==> src/rtl/pkg_unpack.sv <==
// ---------------------------------------------------------------------------
// pkg_unpack
//
// Receive side of the package link. Parses the 16-bit package word stream,
// checks the framing header, the destination device id, the payload length
// and the trailing checksum. It then forwards the payload onto a chip-path
// style bus for downstream per-chip logic.
//
// Frame layout (one word per pkg_vld):
//   W0 = SYNC_WORD
//   W1 = {dev_id[5:0], chip_sel[6:0], 3'b000}
//   W2 = {12'h000, len[19:16]}
//   W3 = len[15:0]
//   len payload words
//   checksum word = 16-bit wrap-around sum of the payload words
//
// Every frame that gets past W0 ends with a one-cycle pkg_done pulse.
// Exactly one of pkt_ok / pkt_drop / pkt_err accompanies that pulse.
//
// Ports:
//   clk_sys   in   1   system clock
//   rst_n     in   1   asynchronous active-low reset
//   pluse_us  in   1   one-cycle tick every microsecond (timeout time base)
//   dev_id    in   6   this device's id
//   pkg_d     in  16   package word
//   pkg_vld   in   1   pkg_d valid this cycle (no backpressure)
//   pkg_done  out  1   one-cycle pulse at frame end
//   chip_d    out 16   forwarded payload word
//   chip_vld  out  1   chip_d valid (one cycle after the payload word)
//   chip_sel  out  7   chip select from the header, held for the frame
//   chip_len  out 20   payload length from the header, held for the frame
//   pkt_ok    out  1   with pkg_done: frame for us, checksum good
//   pkt_drop  out  1   with pkg_done: frame for another device, checksum good
//   pkt_err   out  1   with pkg_done: bad length, bad checksum or timeout
// ---------------------------------------------------------------------------
module pkg_unpack #(
   parameter logic [15:0] SYNC_WORD  = 16'hEB90,
   parameter logic [19:0] MAX_LEN    = 20'd65536,
   parameter logic [15:0] TIMEOUT_US = 16'd1000
) (
   input  logic        clk_sys,
   input  logic        rst_n,
   input  logic        pluse_us,
   input  logic [5:0]  dev_id,
   input  logic [15:0] pkg_d,
   input  logic        pkg_vld,
   output logic        pkg_done,
   output logic [15:0] chip_d,
   output logic        chip_vld,
   output logic [6:0]  chip_sel,
   output logic [19:0] chip_len,
   output logic        pkt_ok,
   output logic        pkt_drop,
   output logic        pkt_err
);

   typedef enum logic [2:0] {
      ST_IDLE,   // hunting for SYNC_WORD
      ST_HDR,    // expecting W1 (device id / chip select)
      ST_LENH,   // expecting W2 (upper length nibble)
      ST_LENL,   // expecting W3 (lower length half)
      ST_DATA,   // payload words
      ST_CSUM,   // checksum word
      ST_ERR     // one cycle of error signalling, input discarded
   } state_t;

   // ------------------------------------------------------------------
   // State and datapath registers
   // ------------------------------------------------------------------
   state_t      state,     state_nxt;
   logic        match,     match_nxt;      // W1 id equals dev_id
   logic [3:0]  len_hi,    len_hi_nxt;     // len[19:16] held until W3
   logic [19:0] rem,       rem_nxt;        // payload words still expected
   logic [15:0] acc,       acc_nxt;        // running payload sum
   logic [15:0] tmo_cnt,   tmo_cnt_nxt;    // pluse_us ticks since last word

   // Next values of the registered outputs
   logic        pkg_done_nxt;
   logic [15:0] chip_d_nxt;
   logic        chip_vld_nxt;
   logic [6:0]  chip_sel_nxt;
   logic [19:0] chip_len_nxt;
   logic        pkt_ok_nxt;
   logic        pkt_drop_nxt;
   logic        pkt_err_nxt;

   logic        timeout_hit;
   logic        frame_err;
   logic [19:0] len_full;

   // Full payload length as it becomes known on W3
   assign len_full = {len_hi, pkg_d};

   // ------------------------------------------------------------------
   // Next-state and output logic
   // ------------------------------------------------------------------
   always_comb begin
      // NOTE: every signal gets a default before the case statement so
      // that no path leaves one unassigned; otherwise a latch is inferred.
      state_nxt    = state;
      match_nxt    = match;
      len_hi_nxt   = len_hi;
      rem_nxt      = rem;
      acc_nxt      = acc;
      tmo_cnt_nxt  = tmo_cnt;
      pkg_done_nxt = 1'b0;
      chip_d_nxt   = chip_d;
      chip_vld_nxt = 1'b0;
      chip_sel_nxt = chip_sel;
      chip_len_nxt = chip_len;
      pkt_ok_nxt   = 1'b0;
      pkt_drop_nxt = 1'b0;
      pkt_err_nxt  = 1'b0;
      timeout_hit  = 1'b0;
      frame_err    = 1'b0;

      // Idle-gap watchdog. It runs only while a frame is open. Any word
      // restarts it, and a tick in the same cycle as a word is ignored.
      if (state == ST_IDLE || state == ST_ERR) begin
         tmo_cnt_nxt = '0;
      end else if (pkg_vld) begin
         tmo_cnt_nxt = '0;
      end else if (pluse_us) begin
         if ({1'b0, tmo_cnt} + 17'd1 >= {1'b0, TIMEOUT_US}) begin
            timeout_hit = 1'b1;
            tmo_cnt_nxt = '0;
         end else begin
            tmo_cnt_nxt = tmo_cnt + 16'd1;
         end
      end

      unique case (state)
         ST_IDLE: begin
            if (pkg_vld && pkg_d == SYNC_WORD) begin
               acc_nxt   = '0;
               state_nxt = ST_HDR;
            end
         end

         ST_HDR: begin
            if (pkg_vld) begin
               chip_sel_nxt = pkg_d[9:3];
               match_nxt    = (pkg_d[15:10] == dev_id);
               state_nxt    = ST_LENH;
            end
         end

         ST_LENH: begin
            if (pkg_vld) begin
               if (pkg_d[15:4] != 12'h000) begin
                  frame_err = 1'b1;
               end else begin
                  len_hi_nxt = pkg_d[3:0];
                  state_nxt  = ST_LENL;
               end
            end
         end

         ST_LENL: begin
            if (pkg_vld) begin
               chip_len_nxt = len_full;
               if (len_full > MAX_LEN) begin
                  frame_err = 1'b1;
               end else if (len_full == 20'd0) begin
                  state_nxt = ST_CSUM;
               end else begin
                  rem_nxt   = len_full;
                  state_nxt = ST_DATA;
               end
            end
         end

         ST_DATA: begin
            // SYNC_WORD is ordinary data here: there is no mid-frame resync.
            if (pkg_vld) begin
               acc_nxt = acc + pkg_d;
               rem_nxt = rem - 20'd1;
               if (match) begin
                  chip_d_nxt   = pkg_d;
                  chip_vld_nxt = 1'b1;
               end
               if (rem == 20'd1) begin
                  state_nxt = ST_CSUM;
               end
            end
         end

         ST_CSUM: begin
            if (pkg_vld) begin
               if (pkg_d != acc) begin
                  frame_err = 1'b1;
               end else begin
                  pkg_done_nxt = 1'b1;
                  pkt_ok_nxt   = match;
                  pkt_drop_nxt = ~match;
                  state_nxt    = ST_IDLE;
               end
            end
         end

         ST_ERR: begin
            // The error pulse is already on the outputs. This cycle only
            // swallows whatever arrives, then the parser re-arms.
            state_nxt = ST_IDLE;
         end

         default: begin
            state_nxt = ST_IDLE;
         end
      endcase

      // A length or checksum fault and a timeout cannot coincide, because
      // the timeout only fires on cycles without a word. Both are
      // signalled the same way.
      if (frame_err || timeout_hit) begin
         pkg_done_nxt = 1'b1;
         pkt_err_nxt  = 1'b1;
         state_nxt    = ST_ERR;
      end
   end

   // ------------------------------------------------------------------
   // Registers
   // ------------------------------------------------------------------
   // NOTE: sequential state uses non-blocking assignments only. Every
   // register then samples the pre-edge values regardless of statement order.
   always_ff @(posedge clk_sys or negedge rst_n) begin
      if (!rst_n) begin
         state    <= ST_IDLE;
         match    <= 1'b0;
         len_hi   <= '0;
         rem      <= '0;
         acc      <= '0;
         tmo_cnt  <= '0;
         pkg_done <= 1'b0;
         chip_d   <= '0;
         chip_vld <= 1'b0;
         chip_sel <= '0;
         chip_len <= '0;
         pkt_ok   <= 1'b0;
         pkt_drop <= 1'b0;
         pkt_err  <= 1'b0;
      end else begin
         state    <= state_nxt;
         match    <= match_nxt;
         len_hi   <= len_hi_nxt;
         rem      <= rem_nxt;
         acc      <= acc_nxt;
         tmo_cnt  <= tmo_cnt_nxt;
         pkg_done <= pkg_done_nxt;
         chip_d   <= chip_d_nxt;
         chip_vld <= chip_vld_nxt;
         chip_sel <= chip_sel_nxt;
         chip_len <= chip_len_nxt;
         pkt_ok   <= pkt_ok_nxt;
         pkt_drop <= pkt_drop_nxt;
         pkt_err  <= pkt_err_nxt;
      end
   end

endmodule
==> config.mk <==
export PLATFORM = sky130hd
export DESIGN_NAME = pkg_unpack
export DESIGN_NICKNAME = d
export VERILOG_FILES = /design/src/rtl/pkg_unpack.sv
export SDC_FILE = /design/constraint.sdc
export NUM_CORES = 1
export LEC_CHECK = 0
export BUFFER_PORTS_ARGS = -buffer_cell sky130_fd_sc_hd__buf_2
export CAP_MARGIN = 0
export CORE_AREA = 4 4 102 104
export CTS_CLUSTER_DIAMETER = 100
export DETAILED_ROUTE_END_ITERATION = 16
export DIE_AREA = 0 0 106 108
export GPL_TIMING_DRIVEN = 0
export PLACE_DENSITY = 0.83
export SLEW_MARGIN = 20
export SYNTH_ARGS = -nofsm -noshare
export SYNTH_HDL_FRONTEND = slang
export SYNTH_SLANG_ARGS = --single-unit
export TNS_END_PERCENT = 20
==> constraint.sdc <==
create_clock -name clk_sys -period 4.4 [get_ports clk_sys]
set_clock_uncertainty 0.15 [all_clocks]
set_input_delay 0.22 -clock clk_sys [delete_from_list [all_inputs] [get_ports clk_sys]]
set_output_delay 0.22 -clock clk_sys [all_outputs]
set_load 0.03 [all_outputs]
# Word level (Yosys, flattened, before mapping)
# Index checks and enable logic that the tools add are counted.
# W data, S select, Z words.
# totals
ff_bits	108
out_inout_bits	48
word_cells	113
in_bits	26
# classes
add_sub_neg	4
bitwise	2
order_cmp	2
eq_ne	25
mux	50
reduce_logical	16
# op_table
op	n
$mux W16	6
$mux W20	4
$pmux W20 S2	1
$mux W3	11
$pmux W16 S2	1
$ne A3 B3 Y1 const B	9
$mux W1	25
$eq A20 B1 Y1 const B	1
$gt A20 B17 Y1 const B	1
$logic_not A20 Y1	1
$sub A20 B1 Y20 const B	1
$pmux W3 S6	1
$add A16 B1 Y17 const B	1
$ge A17 B10 Y1 const B	1
$add A16 B1 Y16 const B	1
$add A16 B16 Y16	1
$eq A16 B16 Y1 const B	1
$ne A16 B16 Y1	1
$reduce_bool A12 Y1	1
$reduce_and A10 Y1	1
$eq A3 B3 Y1 const B	3
$reduce_and A3 Y1	3
$ne A2 B2 Y1 const B	4
$eq A3 B2 Y1 const B	2
other kinds (13)	17

# Logic depth before layout (Yosys ltp)
# depth
word_depth	9
depth_mapped	10
mapped_depth_nobuf	10

# Least setup slack after synthesis
# No wires, ideal clock.
# synth_path
path_type	register -> register
from	register acc[7]
to	register state[1]
setup_time_ns	0.124
slack_ns	1.980
arrival_ns	2.147
stages_incl_launch_ff	10
t_required_ns	4.126
period_less_slack_ns	2.420
path_buffers	0
cell_sequence	dfrtp_1 ha_1 or4_1 nor4_1 and4_1 o22ai_1 nand2_1 o31ai_1 o2bb2ai_2 a211o_1
# synth_between
elab_chain_len	7
elab_cells_between_ends	17
classes_between	11 x eq/ne; 4 x mux; 2 x reduce/logical
# synth_rtl
item	line_no	source
start: declaration	74	logic [15:0] acc, acc_nxt;
start signal: assignment	248	acc <= acc_nxt;
$ne A16 B16 Y1 (*)	190	if (pkg_d != acc) begin
$mux W1	190	
$mux W1	189	if (pkg_vld) begin
$pmux W1 S3	132	unique case (state)
$logic_or A1 B1 Y1	215	if (frame_err || timeout_hit) begin
$ne A3 B3 Y1 (no source line) / $ne A3 B1 Y1 (equally long branches)	n/a	
$reduce_and A10 Y1 (no source line)	n/a	
end signal: assignment	244	state <= state_nxt;
end: declaration	70	state_t state, state_nxt;
# Mark *: on every way between the ends. The rest lies on a longest branch, timed or not.
# A chain may end at the register's enable or synchronous reset.

# Final worst setup path
# layout_path
from	register acc[7]
to	register state[2]
# Same word-level chain as after synthesis.

==> reports/qor.yml <==
cts_tree: "done"
clk_latency_ns: 0.39
maxSlewHeadroom: 0.458
dr.first_iter.drc_count: 396
cp-start-kind: "flip-flop"
postSynth.asyncResetShare: 1.00
cts_setup_buffers: 0
grt_pass1_wl_mm: 25.0
cts_resized: 0
ir_drop_mv: 0.521
crit_chain: "ha_1 -> or4_1 -> nor4_1 -> and4_1 -> o22ai_1 -> nand2_1 -> o31ai_1 -> o2bb2ai_2 -> a211o_1"
avgSynthCellArea_um2: 9.71
slew_violations: 0
status: "completed"
synth-edff-count: 0
worstPathArrival_ns: 3.01
rows: 36
antennaDiodeCount: 0
initial_core_util: 0.612
drive_gt1_frac: 0.210
nNetsFinal: 735
crit_required_ns: 4.54
path_clk_slew_ns: 0.11
holdPathStages: 4
nFillCells: 763
hold_path_end: "match$_DFFE_PN0P_"
cp.buffers_inverters: 0
routed_wl_mm: 15.3
cts.sinks: 108
tns_ns: 0
clockRootBuffer: "clkbuf_8"
cp_max_fo: 6
timing.fmax_ghz: 0.348
design.portCount: 74
final_cells: 827
rsz0062_at_grt: "no"
area_delta_synth_final_pct: 13.7
crit_slowest_cell: "or4_1"
r2r-start: "acc[7]$_DFFE_PN0P_"
wl_per_cell_um: 18.5
hold_path.startpoint: "dev_id[3]"
p_leak_uw: 0.00304
finalCritPeriodShare: 0.653
grt_overflow: 0
vias: 5188
fp.dieH_um: 108
cp-end-kind: "flip-flop"
final_common_cell: "dfrtp_1"
finalHoldViolCount: 0
track_usage: 0.278
port_buffers: 72
antenna_found_initial: 0
ant_nets: 0
gp_congestion: 0.928
dp_hpwl_mm: 11.0
via_per_inst: 6.27
holdBufCountCts: 3
max_stage_delay_ns: 0.54
setup_viol: 0
die_w_um: 106
firstDrtPassIters: 5
fin_crit_ns: 2.87
dp.cells: 808
core_area_mm2: 0.00955
yosys_warnings: 0
crit_type: "flip-flop to flip-flop"
htreeDepth: 3
grt_pass1_vias: 5044
cts_made_buffers: 9
drcViolationCount: 0
dieArea_mm2: 0.0114
pwr_density_cell_mw_per_mm2: 641
final_core_util: 0.695
clk_path_buf_depth: 2
ys_ff_latch: 108
ys.flop_type: "dfrtp_1"
worst_slew_pin_slew_ns: 0.813
r2r_end: "state[2]$_DFFE_PN0P_"
ys_types: 57
rr_worst_depth: 9
synthCells: 602
cap_violations: 0
r2r_slack_ns: 1.53
synth.yosys.seq_area_share: 0.463
hold_path_class: "input pin to flip-flop"
grt_max_degree: 80
syn-num-nets: 648
netlist_area_mm2: 0.00584
cp_top_family: "simple AND/OR/NAND/NOR gates"
layout_common_cells: "dfrtp_1 (108), buf_2 (74), nand2_1 (57)"
state kept, by name (all words and copies together) (netlist names), 3 cells and up:
signal / count
acc: 16
chip_d: 16
chip_len: 20
chip_sel: 7
len_hi: 4
rem: 20
state: 3
tmo_cnt: 16
Yosys cell counts, types with 8 or more instances:
master	instances	share of area
xor2_1	8	0.012
clkbuf_1	24	0.015
a31oi_1	8	0.0086
a21oi_1	36	0.031
inv_1	16	0.010
and2_1	9	0.0096
ha_1	19	0.041
xnor2_1	9	0.013
dfrtp_1	108	0.46
nor3_1	17	0.015
o21ai_0	54	0.046
nand3_1	21	0.018
nand2_1	57	0.037
and3_1	10	0.011
nor4_1	14	0.015
mux2_2	45	0.087
nand4_1	12	0.013
nor2_1	38	0.024
kinds of logic (layout without fill, tap and decap cells):
| family | count (synthesis) | after routing | synth area share |
|---|---|---|---|
| compound gates | 153 | 153 | 0.164 |
| xor+xnor | 17 | 17 | 0.0255 |
| fa+ha+maj | 20 | 20 | 0.0441 |
| buf+inv | 45 | 137 | 0.0298 |
| flops | 108 | 108 | 0.463 |
| mux | 45 | 45 | 0.0867 |
| simple gates | 214 | 214 | 0.188 |
routing by layer:
| metal | part of all wire | GRT usage | vias up |
|---|---|---|---|
| met4 | 0.042 | 0.138 | 0 |
| met1 | 0.41 | 0.367 | 2508 |
| li1 | - | - | 2381 |
| met3 | 0.078 | 0.0573 | 55 |
| met2 | 0.48 | 0.439 | 244 |
| met5 | 0 | 0 | - |
how the worst max path moves through the flow:
stage               depth (start not counted)                from  slack, ns                   end
global placement                           10            pkg_d[7]       1.58  state[2]$_DFFE_PN0P_
finish                                      9  acc[7]$_DFFE_PN0P_       1.53  state[2]$_DFFE_PN0P_
floorplan                                   9  acc[7]$_DFFE_PN0P_       1.98  state[1]$_DFFE_PN0P_
global route                               11            pkg_d[0]       1.21   acc[15]$_DFFE_PN0P_
CTS                                         9  acc[7]$_DFFE_PN0P_       1.54  state[1]$_DFFE_PN0P_
detailed placement                         10            pkg_d[7]       1.51  state[1]$_DFFE_PN0P_
power breakdown:
part	switching [µW]	internal [µW]	total (µW)	leakage [µW]
combinational	1300	737	2040	0.00156
sequential	244	1340	1590	0.00137
clock	400	233	633	0.000106
total	1950	2310	4260	0.00304
through the flow:
| step | area (µm²) | hold WS [ns] | total power (µW) | setup slack, ns |
|---|---|---|---|---|
| 4_1_cts | 6640 | 0.0265 | 4250 | 1.54 |
| 3_5_place_dp | 6400 | -0.0372 | 3620 | 1.51 |
| 3_3_place_gp | 6370 | 0.314 | 3510 | 1.58 |
| 5_1_grt | 6640 | 0.0309 | 4540 | 1.21 |
| 2_1_floorplan | 5840 | -0.226 | 3030 | 1.98 |
| 6_report | 6640 | 0.0343 | 4260 | 1.53 |
area by class of cell:
class	instances	area (µm²)	area share
buffer	29	114	0.0171
clock buffer	9	124	0.0187
clock inverter	7	83.8	0.0126
inverter	16	60.1	0.00904
multi-input combinational	449	2970	0.447
sequential	108	2700	0.407
tap	133	166	0.0251
timing repair buffer	76	424	0.0639
worst register-to-register path: cells and delay by family (launching register included):
kind / cells / cell delay, ns
adder cells (fa/ha/maj): 1 / 0.37
flip-flops: 1 / 0.41
AND/OR/NAND/NOR: 4 / 1.23
AO/OA/AOI/OAI: 4 / 0.61
No activity file was read; power rests on OpenSTA's default activity.
